**src/rtl/cube_sqrt_unit_pkg.sv**
```systemverilog
// Shared widths, cycle counts and FSM encoding for the cube + square-root unit.
package cube_sqrt_unit_pkg;
  localparam int A_W      = 8;
  localparam int B_W      = 8;
  localparam int Y_W      = 24;
  localparam int SQRT_W   = 4;
  localparam int SQRT_CYC = 4;
  localparam int MUL_CYC  = 8;

  typedef enum logic [2:0] {
    IDLE,
    SQRT,
    MUL1,
    MUL2,
    SUM
  } state_t;
endpackage

```
**src/rtl/cube_sqrt_unit_if.sv**
```systemverilog
// Request/result bundle between a controller (master) and the unit (slave).
interface cube_sqrt_unit_if;
  import cube_sqrt_unit_pkg::*;

  logic             start_i;
  logic [A_W-1:0]   a_i;
  logic [B_W-1:0]   b_i;
  logic             busy_o;
  logic [Y_W-1:0]   y_o;

  modport master (output start_i, a_i, b_i, input busy_o, y_o);
  modport slave  (input start_i, a_i, b_i, output busy_o, y_o);
endinterface

```
**src/rtl/cube_sqrt_unit_seq_mult.sv**
```systemverilog
// LSB-first shift-add multiplier, 16x8 -> 24 bits, one multiplier bit per cycle.
module seq_mult
  import cube_sqrt_unit_pkg::*;
(
  input  logic                 clk,
  input  logic                 rst,
  input  logic                 start,
  input  logic [2*A_W-1:0]     op_a,
  input  logic [A_W-1:0]       op_b,
  output logic                 busy,
  output logic [Y_W-1:0]       product
);
  logic [Y_W-1:0] acc;
  logic [Y_W-1:0] mcand;
  logic [A_W-1:0] mplier;
  logic [3:0]     cnt;
  logic [Y_W-1:0] pp;

  // The final partial product is folded in combinationally so the result is
  // usable during the last iteration cycle; once idle mplier is zero and pp=0.
  always_comb begin
    pp      = mplier[0] ? mcand : '0;
    product = acc + pp;
    busy    = (cnt != 4'd0);
  end

  always_ff @(posedge clk) begin
    if (rst) begin
      acc    <= '0;
      mcand  <= '0;
      mplier <= '0;
      cnt    <= '0;
    end else if (start) begin
      acc    <= '0;
      mcand  <= {{(Y_W-2*A_W){1'b0}}, op_a};
      mplier <= op_b;
      cnt    <= 4'(MUL_CYC);
    end else if (cnt != 4'd0) begin
      acc    <= acc + pp;
      mcand  <= mcand << 1;
      mplier <= mplier >> 1;
      cnt    <= cnt - 4'd1;
    end
  end
endmodule

```
**src/rtl/cube_sqrt_unit.sv**
```systemverilog
// y = a^3 + floor(sqrt(b)) with a bit-serial root and one shared shift-add multiplier.
module cube_sqrt_unit
  import cube_sqrt_unit_pkg::*;
(
  input  logic            clk_i,
  input  logic            rst_i,
  cube_sqrt_unit_if.slave bus
);
  state_t         state, state_nxt;
  logic [3:0]     cnt;
  logic           last_phase;
  logic [A_W-1:0] a_q;
  logic [B_W-1:0] x_q, r_q, m_q, t;
  logic           ge;
  logic           busy_q;
  logic [Y_W-1:0] y_q;

  logic             mult_start;
  logic [2*A_W-1:0] mult_a;
  logic [A_W-1:0]   mult_b;
  logic             mult_busy;
  logic [Y_W-1:0]   mult_p;

  assign bus.busy_o = busy_q;
  assign bus.y_o    = y_q;

  always_comb begin
    last_phase = 1'b0;
    case (state)
      SQRT:       last_phase = (cnt == 4'(SQRT_CYC-1));
      MUL1, MUL2: last_phase = (cnt == 4'(MUL_CYC-1)) && mult_busy;
      default:    last_phase = 1'b0;
    endcase
  end

  always_ff @(posedge clk_i) begin
    if (rst_i) state <= IDLE;
    else       state <= state_nxt;
  end

  always_comb begin
    state_nxt = state;
    case (state)
      IDLE:    if (bus.start_i) state_nxt = SQRT;
      SQRT:    if (last_phase)  state_nxt = MUL1;
      MUL1:    if (last_phase)  state_nxt = MUL2;
      MUL2:    if (last_phase)  state_nxt = SUM;
      SUM:     state_nxt = IDLE;
      default: state_nxt = IDLE;
    endcase
  end

  // Each multiply is launched on the last edge of the preceding phase, so the
  // multiplier's 8 iterations line up exactly with the 8 cycles of MUL1/MUL2.
  always_comb begin
    mult_start = 1'b0;
    mult_a     = {{A_W{1'b0}}, a_q};
    mult_b     = a_q;
    if (state == SQRT && last_phase) begin
      mult_start = 1'b1;
    end else if (state == MUL1 && last_phase) begin
      mult_start = 1'b1;
      mult_a     = mult_p[2*A_W-1:0];
    end
  end

  always_comb begin
    t  = r_q | m_q;
    ge = (x_q >= t);
  end

  always_ff @(posedge clk_i) begin
    if (rst_i) begin
      cnt    <= '0;
      a_q    <= '0;
      x_q    <= '0;
      r_q    <= '0;
      m_q    <= '0;
      busy_q <= 1'b0;
      y_q    <= '0;
    end else begin
      if (state == IDLE || last_phase) cnt <= '0;
      else                             cnt <= cnt + 4'd1;
      case (state)
        IDLE: if (bus.start_i) begin
          a_q    <= bus.a_i;
          x_q    <= bus.b_i;
          r_q    <= '0;
          m_q    <= 8'h40;
          busy_q <= 1'b1;
        end
        SQRT: begin
          r_q <= ge ? ((r_q >> 1) | m_q) : (r_q >> 1);
          x_q <= ge ? (x_q - t) : x_q;
          m_q <= m_q >> 2;
        end
        SUM: begin
          y_q    <= mult_p + Y_W'(r_q[SQRT_W-1:0]);
          busy_q <= 1'b0;
        end
        default: ;
      endcase
    end
  end

  seq_mult u_mult (
    .clk     (clk_i),
    .rst     (rst_i),
    .start   (mult_start),
    .op_a    (mult_a),
    .op_b    (mult_b),
    .busy    (mult_busy),
    .product (mult_p)
  );
endmodule

```
**src/flat_wrapper.sv**
```systemverilog
// flat-port wrapper written by rule: the top's interface ports become plain ports
module cube_sqrt_unit_flat import cube_sqrt_unit_pkg::*;
  (clk_i, rst_i, bus_start_i, bus_a_i, bus_b_i, bus_busy_o, bus_y_o);
  cube_sqrt_unit_if bus_i ();
  input  logic clk_i;
  input  logic rst_i;
  input wire logic [$bits(bus_i.start_i)-1:0] bus_start_i;
  input wire logic [$bits(bus_i.a_i)-1:0] bus_a_i;
  input wire logic [$bits(bus_i.b_i)-1:0] bus_b_i;
  output wire logic [$bits(bus_i.busy_o)-1:0] bus_busy_o;
  output wire logic [$bits(bus_i.y_o)-1:0] bus_y_o;
  assign bus_i.start_i = bus_start_i;
  assign bus_i.a_i = bus_a_i;
  assign bus_i.b_i = bus_b_i;
  assign bus_busy_o = bus_i.busy_o;
  assign bus_y_o = bus_i.y_o;
  cube_sqrt_unit u_core (.clk_i(clk_i), .rst_i(rst_i), .bus(bus_i));
endmodule
```
**config.mk**
```make
export PLATFORM = sky130hd
export DESIGN_NAME = cube_sqrt_unit_flat
export DESIGN_NICKNAME = d
export VERILOG_FILES = /design/src/rtl/cube_sqrt_unit_pkg.sv /design/src/rtl/cube_sqrt_unit_if.sv /design/src/rtl/cube_sqrt_unit_seq_mult.sv /design/src/rtl/cube_sqrt_unit.sv /design/src/flat_wrapper.sv
export SDC_FILE = /design/constraint.sdc
export NUM_CORES = 1
export LEC_CHECK = 0
export CORE_AREA = 4 4 121 123
export DETAILED_ROUTE_END_ITERATION = 7
export DIE_AREA = 0 0 125 127
export PLACE_DENSITY = 0.79
export REMOVE_ABC_BUFFERS = 1
export SKIP_LAST_GASP = 1
export SYNTH_ARGS = -nofsm -noshare
export SYNTH_HDL_FRONTEND = slang
export SYNTH_SLANG_ARGS = --single-unit
export TNS_END_PERCENT = 30
```
**constraint.sdc**
```tcl
create_clock -name clk_i -period 3.2 [get_ports clk_i]
set_clock_uncertainty 0.15 [all_clocks]
set_input_delay 0.32 -clock clk_i [delete_from_list [all_inputs] [get_ports clk_i]]
set_output_delay 0.32 -clock clk_i [all_outputs]
set_load 0.05 [all_outputs]
```
==> impl_metrics.yaml, run 1 <==
place:
  dp_hpwl_mm: 12.7
  io_buffer_count: 43
  dp.cells: 1171
  globalplace.congestion: 0.929
sta:
  slew_headroom: 0.548
  timing.fmax_mhz: 289
  fin_crit_sh: 1.08
  min_period_ns: 3.46
  setup_tns_ns: -1.49
  holdWs_ns: 0.216
  hold_violations: 0
  rsz0062_at_grt: "true"
  worst_slack_ns: -0.258
  tightest_slew_ns: 0.676
  setup_viol: 14
  finalMaxSlewViolations: 0
hold_path:
  min_from: "rst_i"
  hp-class: "primary input to flop"
  hold_path_end: "u_core.r_q[2]$_SDFFE_PP0P_"
  min_path_cells: 2
pwr:
  clkPwrFrac: 0.417
  leakage_uw: 0.00365
  p_int_uw: 3290
  ir_worst_vdd_uv: 401
  seq_power_share: 0.347
  powerDensity_mw_per_mm2: 515
  combPwrFrac: 0.236
  swShare: 0.326
  switchingPower_uw: 1590
floorplanning:
  die_w_um: 125
  fp.dieH_um: 127
  placementRows: 43
  coreArea_mm2: 0.0137
  ioPinCount: 44
  die-area_mm2: 0.0159
  start_util: 0.506
clocking:
  clock-root-buffer: "clkbuf_16"
  tritoncts: "built"
  hold_buffers: 0
  path_clk_slew_ns: 0.07
  cts_buffer_depth: 2
  clock-sinks: 119
  cts_made_buffers: 17
  insertion_delay_ns: 0.43
  h-tree-depth: 4
critical_path:
  worstSetupStartpointType: "flop"
  reg2reg_depth: 13
  crit_type: "flop to flop"
  path_buf_inv: 2
  rrSetupSlack_ns: -0.26
  path_cells: "buf_8 > and2_4 > ha_4 > buf_6 > nand3_4 > or2_4 > a21o_1 > a311o_4 > nor4b_4 > and4_4 > nand2_2 > or4_4 > a311oi_2"
  r2r-end: "u_core.bus.y_o[22]$_SDFFE_PP0P_"
  required_ns: 3.39
  slowest_delay_ns: 0.43
  end_kind: "flop"
  cp_max_fo: 7
  critPathTopFamily: "simple AND/OR/NAND/NOR gates"
  worstPathArrival_ns: 3.64
  rr_startpoint: "u_core.u_mult.mplier[0]$_SDFFE_PP0P_"
  crit_slowest_cell: "or4_4"
synthesis:
  synth_top_cell_area_share: 0.345
  synth_top_family_by_area: "simple AND/OR/NAND/NOR gates"
  synth-compound-area-share: 0.220
  synthAdderAreaFrac: 0.0757
  synth_xor_area_frac: 0.0545
  synth_top_cell_by_area: "dfxtp_1"
  synth.area.top_cells: "dfxtp_1 34%, nand2_1 8.1%, ha_1 6.7%"
  synthDistinctLibCells: 74
  ys_ff_latch: 119
  synth_edf_count: 0
  synth_warnings: 0
  syn_area_mm2: 0.00691
  synth_simple_gate_area_frac: 0.257
  ys_seq_area_frac: 0.345
  synth_ff_type: "dfxtp_1"
  synth.area.mux_share: 0.00453
  async_flop_share: 0
  synthCells: 890
  syn_avg_cell_area_um2: 7.76
grt:
  first_global_vias: 6616
  grt_overflow_total: 0
  grt_max_degree: 44
  antenna_found_initial: 0
  grt_pass1_wl_mm: 31.8
  grtUsageTotal: 0.243
route:
  vias_per_cell: 5.78
  drtPass1Iterations: 6
  num_vias: 7035
  drc: 0
  postRouteAntennaNets: 0
  wl_mm: 20.8
  dr.first_iter.drc_count: 708
  avgRoutedWirePerCell_um: 17.1
cells_and_area:
  multi_input_area_mm2: 0.00474
  nets: 1083
  area_delta_synth_final_pct: 37.4
  mostFrequentLayoutCells: "148 x nand2_1, 120 x buf_4, 117 x dfxtp_1"
  mostFrequentLayoutCell: "nand2_1"
  fin_cells: 1217
  seq_area_mm2: 0.00239
  drive_gt1_frac: 0.243
  antenna_cells: 0
  nFillCells: 1005
run:
  maxCapViolations: 0
status:
  violations: "negative setup slack"
  status: "finished, violations left"
==> synthesized netlist by cell type, drive strengths merged, types with 3 or more instances <==
library cell,n
a211oi,41
ha,37
nand4,3
a31oi,4
nand2,151
and2,34
o211ai,3
nor3,18
dfxtp,119
clkbuf,50
and4,3
a311oi,19
nor4b,4
xnor2,26
or3,5
a21oi,85
o21ai,29
nand3,24
a2bb2oi,4
or2,4
xor2,17
nand2b,5
a21o,9
o21a,9
fa,3
buf,6
nand3b,3
nor2b,11
and3,10
nor2,93
inv,22
==> repair_timing <==
action	4_1_cts	5_1_grt
pin swaps	18	28
gates resized for setup	55	47
buffers inserted	9	6
endpoints found under the setup margin	15	22
gates cloned	0	1
==> metal layers <==
| metal | up-vias | share of wire | global-route usage |
|---|---|---|---|
| li1 | 3408 | - | - |
| met1 | 3309 | 0.42 | 0.309 |
| met2 | 271 | 0.49 | 0.396 |
| met3 | 47 | 0.064 | 0.0535 |
| met4 | 0 | 0.026 | 0.110 |
| met5 | - | 0 | 0 |
==> stage by stage <==
stage,cell area (um2),power (uW),util,setup slack (ns)
after floorplan,6690,2410,-,-0.503
after global placement,8200,2790,0.600,-0.238
after detailed placement,8200,2810,0.600,-0.337
after CTS,9170,4850,0.671,-0.131
after global routing,9490,5110,0.695,-0.318
final,9490,4890,0.695,-0.258
==> power groups by stage <==
| stage | Sequential (uW) | Clock (uW) | Combinational, uW |
|---|---|---|---|
| finish | 1700 | 2040 | 1150 |
| detailed placement | 1720 | 0 | 1090 |
| floorplan | 1700 | 0 | 706 |
| CTS | 1690 | 2040 | 1110 |
| global route | 1710 | 2120 | 1280 |
| global placement | 1720 | 0 | 1070 |
==> registers in the layout, indices dropped and copies added (netlist names), 3 cells and up <==
signal                cells
u_core.a_q                8
u_core.bus.y_o           24
u_core.cnt                4
u_core.m_q                4
u_core.r_q                7
u_core.state              3
u_core.u_mult.acc        24
u_core.u_mult.cnt         4
u_core.u_mult.mcand      24
u_core.u_mult.mplier      8
u_core.x_q                8
==> cell type report <==
cell class / instances / area share
tap: 180 / 0.0237
clock inverter: 14 / 0.0196
timing repair buffer: 171 / 0.151
sequential: 119 / 0.251
clock buffer: 18 / 0.0463
inverter: 22 / 0.00870
multi-input combinational: 693 / 0.499
==> worst max-delay path by stage <==
stage / from / end / slack [ns] / cells past startpoint
after floorplan: u_core.u_mult.cnt[0]$_SDFFE_PP0P_ / u_core.u_mult.acc[23]$_SDFFE_PP0P_ / -0.50 / 8
after global placement: u_core.u_mult.mcand[0]$_SDFFE_PP0P_ / u_core.bus.y_o[22]$_SDFFE_PP0P_ / -0.24 / 13
after detailed placement: u_core.u_mult.mcand[0]$_SDFFE_PP0P_ / u_core.bus.y_o[20]$_SDFFE_PP0P_ / -0.34 / 14
after CTS: u_core.u_mult.mplier[0]$_SDFFE_PP0P_ / u_core.bus.y_o[22]$_SDFFE_PP0P_ / -0.13 / 12
after global routing: u_core.u_mult.mplier[0]$_SDFFE_PP0P_ / u_core.bus.y_o[22]$_SDFFE_PP0P_ / -0.32 / 15
final: u_core.u_mult.mplier[0]$_SDFFE_PP0P_ / u_core.bus.y_o[22]$_SDFFE_PP0P_ / -0.26 / 13
==> logic make-up (layout without fill, tap and decap cells) <==
| logic type | after synthesis | after routing |
|---|---|---|
| mux | 3 | 3 |
| xor+xnor | 43 | 43 |
| simple gates | 378 | 378 |
| fa+ha+maj | 40 | 40 |
| flops | 119 | 119 |
| buf+inv | 78 | 225 |
| compound gates | 229 | 229 |
Note: power is estimated with default switching activity, not from simulation.
==> run 2, diff against run 1 <==
--- a/config.mk
+++ b/config.mk
@@ -5,13 +5,14 @@
 export SDC_FILE = /design/constraint.sdc
 export NUM_CORES = 1
 export LEC_CHECK = 0
-export CORE_AREA = 4 4 121 123
+export CORE_AREA = 4 4 123 125
 export DETAILED_ROUTE_END_ITERATION = 7
-export DIE_AREA = 0 0 125 127
+export DIE_AREA = 0 0 127 129
 export PLACE_DENSITY = 0.79
 export REMOVE_ABC_BUFFERS = 1
 export SKIP_LAST_GASP = 1
 export SYNTH_ARGS = -nofsm -noshare
 export SYNTH_HDL_FRONTEND = slang
+export SYNTH_HIERARCHICAL = 1
 export SYNTH_SLANG_ARGS = --single-unit
 export TNS_END_PERCENT = 30
==> impl_metrics.yaml, run 2 <==
critical_path:
  end_kind: "flop"
  crit_end: "u_core/bus.y_o[20]$_SDFFE_PP0P_"
  rr_startpoint: "u_core/u_mult/mplier[0]$_SDFFE_PP0P_"
  crit_start: "u_core/u_mult/mplier[0]$_SDFFE_PP0P_"
  worstSetupStartpointType: "flop"
  rrSetupSlack_ns: -0.21
  required_ns: 3.33
  crit_type: "flop to flop"
  cp_max_fo: 7
  reg2reg_depth: 17
  worstPathArrival_ns: 3.54
  r2r-end: "u_core/bus.y_o[20]$_SDFFE_PP0P_"
synthesis:
  syn_area_mm2: 0.00716
  ys_seq_area_frac: 0.333
  ys_ff_latch: 119
  synth_top_cell_area_share: 0.333
  synth_warnings: 6
  synth_edf_count: 0
  synth_commonest_cells: "151 x nand2_1, 133 x a21oi_1, 119 x dfxtp_1, 82 x nor2_1, 48 x clkbuf_1"
  synthCells: 931
  synth.area.top_cells: "dfxtp_1 33%, a21oi_1 9.3%, nand2_1 7.9%"
  synth_ff_type: "dfxtp_1"
  yosysMostFrequentCell: "nand2_1"
  async_flop_share: 0
  synth_top_cell_by_area: "dfxtp_1"
  syn_avg_cell_area_um2: 7.69
  synthDistinctLibCells: 68
clocking:
  clock-root-buffer: "clkbuf_16"
  clock-sinks: 119
  cts_buffer_depth: 2
  insertion_delay_ns: 0.42
  h-tree-depth: 4
  cts_made_buffers: 17
  hold_buffers: 0
  tritoncts: "built"
  path_clk_slew_ns: 0.06
floorplanning:
  coreArea_mm2: 0.0139
  die-area_mm2: 0.0164
  fp.dieH_um: 129
  placementRows: 43
  die_w_um: 127
  start_util: 0.516
  ioPinCount: 44
grt:
  grt_pass1_wl_mm: 33.6
  antenna_found_initial: 0
  first_global_vias: 6995
  grt_max_degree: 68
  grt_overflow_total: 0
  grtUsageTotal: 0.252
cells_and_area:
  mostFrequentLayoutCell: "nand2_1"
  final_core_utilization: 0.683
  mostFrequentLayoutCells: "151 x nand2_1, 129 x a21oi_1, 118 x dfxtp_1"
  antenna_cells: 0
  nets: 1114
  drive_gt1_frac: 0.214
  nFillCells: 1042
  area_delta_synth_final_pct: 32.4
sta:
  timing.fmax_mhz: 293
  slew_headroom: 0.502
  finalMaxSlewViolations: 0
  hold_violations: 0
  worst_slack_ns: -0.209
  min_period_ns: 3.41
  fin_crit_sh: 1.07
  rsz0062_at_grt: "true"
  setup_viol: 11
  tightest_slew_ns: 0.747
  setup_tns_ns: -1.23
place:
  globalplace.congestion: 0.970
  dp_hpwl_mm: 13.4
  io_buffer_count: 43
  pre_cts_ws_ns: -0.358
status:
  status: "finished, violations left"
  violations: "negative setup slack"
route:
  avgRoutedWirePerCell_um: 17.0
  vias_per_cell: 5.93
  num_vias: 7389
  dr.first_iter.drc_count: 658
  postRouteAntennaNets: 0
  wl_mm: 21.2
  drtPass1Iterations: 6
  drc: 0
pwr:
  ir_worst_vdd_uv: 395
  powerDensity_mw_per_mm2: 486
  leakage_uw: 0.00380
hold_path:
  hp-class: "primary input to flop"
  min_from: "rst_i"
run:
  maxCapViolations: 0
run 2: changes by cell type after synthesis, moves of 5 or more:
cell / change
a21oi_1: +50
a211oi_1: -23
a311oi_1: -14
nor2_1: -11
xor2_1: +11
o211ai_1: +8
a31oi_1: +7
inv_1: -6
mux2_2: +6
nand4_1: +6
nor2b_1: -5
o31ai_1: +5
xnor2_1: -5
run 2: kinds of logic (layout without fill, tap and decap cells):
family	count (synthesis)	count (layout)	share of synthesized area
adder cells (fa/ha/maj)	40	40	0.0730
AO/OA/AOI/OAI	269	269	0.236
flip-flops	119	119	0.333
XOR/XNOR	49	49	0.0599
multiplexers	11	11	0.0169
buffers and inverters	75	210	0.0423
AND/OR/NAND/NOR	368	368	0.239
run 2: layout make-up:
class / count / area (um2) / share of cell area
repair buffers: 164 / 1350 / 0.143
clock inverters: 9 / 126 / 0.0133
multi-input cells: 737 / 4870 / 0.514
flip-flops and latches: 119 / 2390 / 0.252
inverters: 16 / 60.1 / 0.00634
well taps: 180 / 225 / 0.0238
clock buffers: 21 / 460 / 0.0486
run 2: routing by layer:
| metal | global-route usage | wire length (um) | up-vias | share of wire |
|---|---|---|---|---|
| met5 | 0 | 0 | - | 0 |
| met4 | 0.109 | 648 | 0 | 0.031 |
| met3 | 0.0461 | 1310 | 56 | 0.062 |
| met2 | 0.425 | 10300 | 295 | 0.48 |
| met1 | 0.316 | 9000 | 3504 | 0.42 |
| li1 | - | - | 3534 | - |
run 2: critical path, stage by stage, from the launching register on:
cell and delay [ns]:
dfxtp_4 0.41, buf_6 0.14, and2_4 0.17, ha_4 0.20
a211o_1 0.25, o211ai_1 0.15, a21oi_2 0.14, a21bo_2 0.26
o21a_4 0.14, a21boi_4 0.15, xnor2_2 0.10, and4_1 0.23
buf_4 0.13, buf_4 0.12, buf_4 0.12, nand3_1 0.10
xor2_1 0.19, a21oi_1 0.10
run 2: how the worst min path moves through the flow:
stage                     cells past startpoint                           endpoint  slack (ns)
after CTS                                     2    u_core/bus.y_o[18]$_SDFFE_PP0P_        0.05
after detailed placement                      1           u_core/cnt[0]$_SDFF_PP0_        0.30
after floorplan                               1         u_core/a_q[0]$_SDFFE_PP0P_        0.24
after global routing                          2  u_core/u_mult/cnt[3]$_SDFFE_PP0P_        0.09
final                                         2    u_core/bus.y_o[18]$_SDFFE_PP0P_        0.08
after global placement                        1           u_core/cnt[0]$_SDFF_PP0_        0.28
run 2: per-stage QoR:
step           cell area, um2  power [uW]  hold slack (ns)  std cells
5_1_grt                  9480        4780           0.0941       1246
2_1_floorplan            6920        2310            0.239        872
3_3_place_gp             8370        2630            0.281       1199
4_1_cts                  9200        4580           0.0522       1238
6_report                 9480        4600           0.0782       1246
3_5_place_dp             8370        2650            0.296       1199
run 2: power by group:
part	switching, uW	leakage (uW)	internal [uW]	total (uW)
logic	748	0.00255	335	1080
clock network	669	0.000289	1250	1920
registers	50.7	0.000965	1550	1600
run 2: repair_timing:
action / in CTS / in global routing
endpoints found under the setup margin: 18 / 27
setup buffers: 9 / 8
pin swaps: 26 / 34
gates resized for setup: 36 / 33
==> run 3, diff against run 2 <==
--- a/config.mk
+++ b/config.mk
@@ -5,10 +5,12 @@
 export SDC_FILE = /design/constraint.sdc
 export NUM_CORES = 1
 export LEC_CHECK = 0
-export CORE_AREA = 4 4 123 125
+export CELL_PAD_IN_SITES_DETAIL_PLACEMENT = 1
+export CELL_PAD_IN_SITES_GLOBAL_PLACEMENT = 1
+export CORE_AREA = 4 4 139 141
 export DETAILED_ROUTE_END_ITERATION = 7
-export DIE_AREA = 0 0 127 129
-export PLACE_DENSITY = 0.79
+export DIE_AREA = 0 0 143 145
+export PLACE_DENSITY = 0.81
 export REMOVE_ABC_BUFFERS = 1
 export SKIP_LAST_GASP = 1
 export SYNTH_ARGS = -nofsm -noshare
==> impl_metrics.yaml, run 3 (synthesized netlist as in run 2, its figures left out) <==
cells_and_area:
  fin_cells: 1310
  nFillCells: 2137
  antenna_cells: 0
  seq_area_mm2: 0.00239
  mostFrequentLayoutCells: "149 x nand2_1, 126 x buf_4, 125 x a21oi_1"
  multi_input_area_mm2: 0.00493
  nets: 1127
  area_delta_synth_final_pct: 36.4
  stdcell_area_mm2: 0.00977
  drive_gt1_frac: 0.234
  mostFrequentLayoutCell: "nand2_1"
route:
  postRouteAntennaNets: 0
  num_vias: 7809
  avgRoutedWirePerCell_um: 22.5
  drc: 0
  drtPass1Iterations: 5
  dr.first_iter.drc_count: 628
  wl_mm: 29.4
  vias_per_cell: 5.96
clocking:
  path_clk_slew_ns: 0.06
  cts_made_buffers: 17
  insertion_delay_ns: 0.44
  hold_buffers: 0
  h-tree-depth: 4
  tritoncts: "built"
  clock-sinks: 119
  cts_buffer_depth: 2
  clock-root-buffer: "clkbuf_16"
sta:
  worst_slack_ns: -0.383
  hold_violations: 0
  setup_viol: 24
  setup_tns_ns: -3.88
  min_period_ns: 3.58
  slew_headroom: 0.437
  holdWs_ns: 0.215
  tightest_slew_ns: 0.841
  timing.fmax_mhz: 279
  finalMaxSlewViolations: 0
  fin_crit_sh: 1.12
  rsz0062_at_grt: "true"
floorplanning:
  placementRows: 49
  die-area_mm2: 0.0207
  start_util: 0.399
  fp.dieH_um: 145
  ioPinCount: 44
  die_w_um: 143
  coreArea_mm2: 0.0180
grt:
  grt_overflow_total: 0
  first_global_vias: 7979
  grt_max_degree: 60
  grt_pass1_wl_mm: 41.9
  antenna_found_initial: 0
  grtUsageTotal: 0.250
status:
  violations: "negative setup slack"
  status: "finished, violations left"
critical_path:
  worstSetupStartpointType: "flop"
  end_kind: "flop"
  cp_max_fo: 8
  crit_end: "u_core/bus.y_o[21]$_SDFFE_PP0P_"
  rrSetupSlack_ns: -0.38
  worstPathArrival_ns: 3.77
  required_ns: 3.39
  rr_startpoint: "u_core/u_mult/mplier[0]$_SDFFE_PP0P_"
  reg2reg_depth: 16
  crit_start: "u_core/u_mult/mplier[0]$_SDFFE_PP0P_"
  crit_type: "flop to flop"
  r2r-end: "u_core/bus.y_o[21]$_SDFFE_PP0P_"
place:
  globalplace.congestion: 0.879
  dp_hpwl_mm: 16.1
  dpl_cell_area_mm2: 0.00850
  io_buffer_count: 43
  dp.cells: 1255
pwr:
  leakage_uw: 0.00388
  powerDensity_mw_per_mm2: 494
  ir_worst_vdd_uv: 512
  p_total_uw: 4820
run:
  maxCapViolations: 0
hold_path:
  hp-class: "primary input to flop"
  min_from: "rst_i"
## run 3: where the power goes
part           total [uW]  switching, uW  leakage, uW  internal, uW
Combinational        1160            820      0.00263           340
Clock                2060            783     0.000288          1270
Sequential           1610           60.1     0.000965          1550
## run 3: worst min path at each step
stage | depth (start not counted) | endpoint | slack, ns
after floorplan | 1 | u_core/a_q[0]$_SDFFE_PP0P_ | 0.24
after global placement | 1 | u_core/cnt[0]$_SDFF_PP0_ | 0.28
after detailed placement | 2 | u_core/u_mult/mcand[23]$_SDFFE_PP0P_ | 0.30
after CTS | 2 | u_core/u_mult/mcand[3]$_SDFFE_PP0P_ | 0.22
after global routing | 2 | u_core/u_mult/mcand[4]$_SDFFE_PP0P_ | 0.23
final | 2 | u_core/u_mult/mcand[3]$_SDFFE_PP0P_ | 0.21
## run 3: layout make-up
class                           instances  area share
Timing Repair Buffer                  177       0.151
Tap cell                              229      0.0293
Sequential cell                       119       0.244
Multi-Input combinational cell        737       0.505
Clock buffer                           19      0.0464
Clock inverter                         13      0.0175
Inverter                               16     0.00615
## run 3: metrics by stage
stage / worst slack (ns) / util
after floorplan: -5.03 / -
after global placement: -0.303 / 0.473
after detailed placement: -0.502 / 0.473
after CTS: -0.109 / 0.524
after global routing: -0.429 / 0.544
final: -0.383 / 0.544
## run 3: worst max-delay path, stage by stage (launching register included)
cell	delay, ns
dfxtp_4	0.42
buf_6	0.16
and2_4	0.16
ha_4	0.22
or2_1	0.29
a31oi_4	0.27
a21oi_4	0.09
a21bo_2	0.25
o21a_4	0.15
a21boi_4	0.18
xnor2_2	0.13
buf_4	0.14
and3_1	0.15
nor3b_2	0.19
o211ai_1	0.12
xor2_1	0.17
a211oi_1	0.23
## run 3: repair_timing
item                       CTS  global route
resized for setup           36            50
setup endpoints to repair   20            45
pin swaps                   24            43
buffers inserted            15            10
gates cloned                 0             0
## run 3: per-layer routing
layer  share of wire  vias to the layer above  GRT usage
met5               0                        -          0
met4           0.044                        0     0.0974
met3           0.050                      103     0.0461
met2            0.50                      290      0.429
met1            0.41                     3856      0.309
li1                -                     3560          -
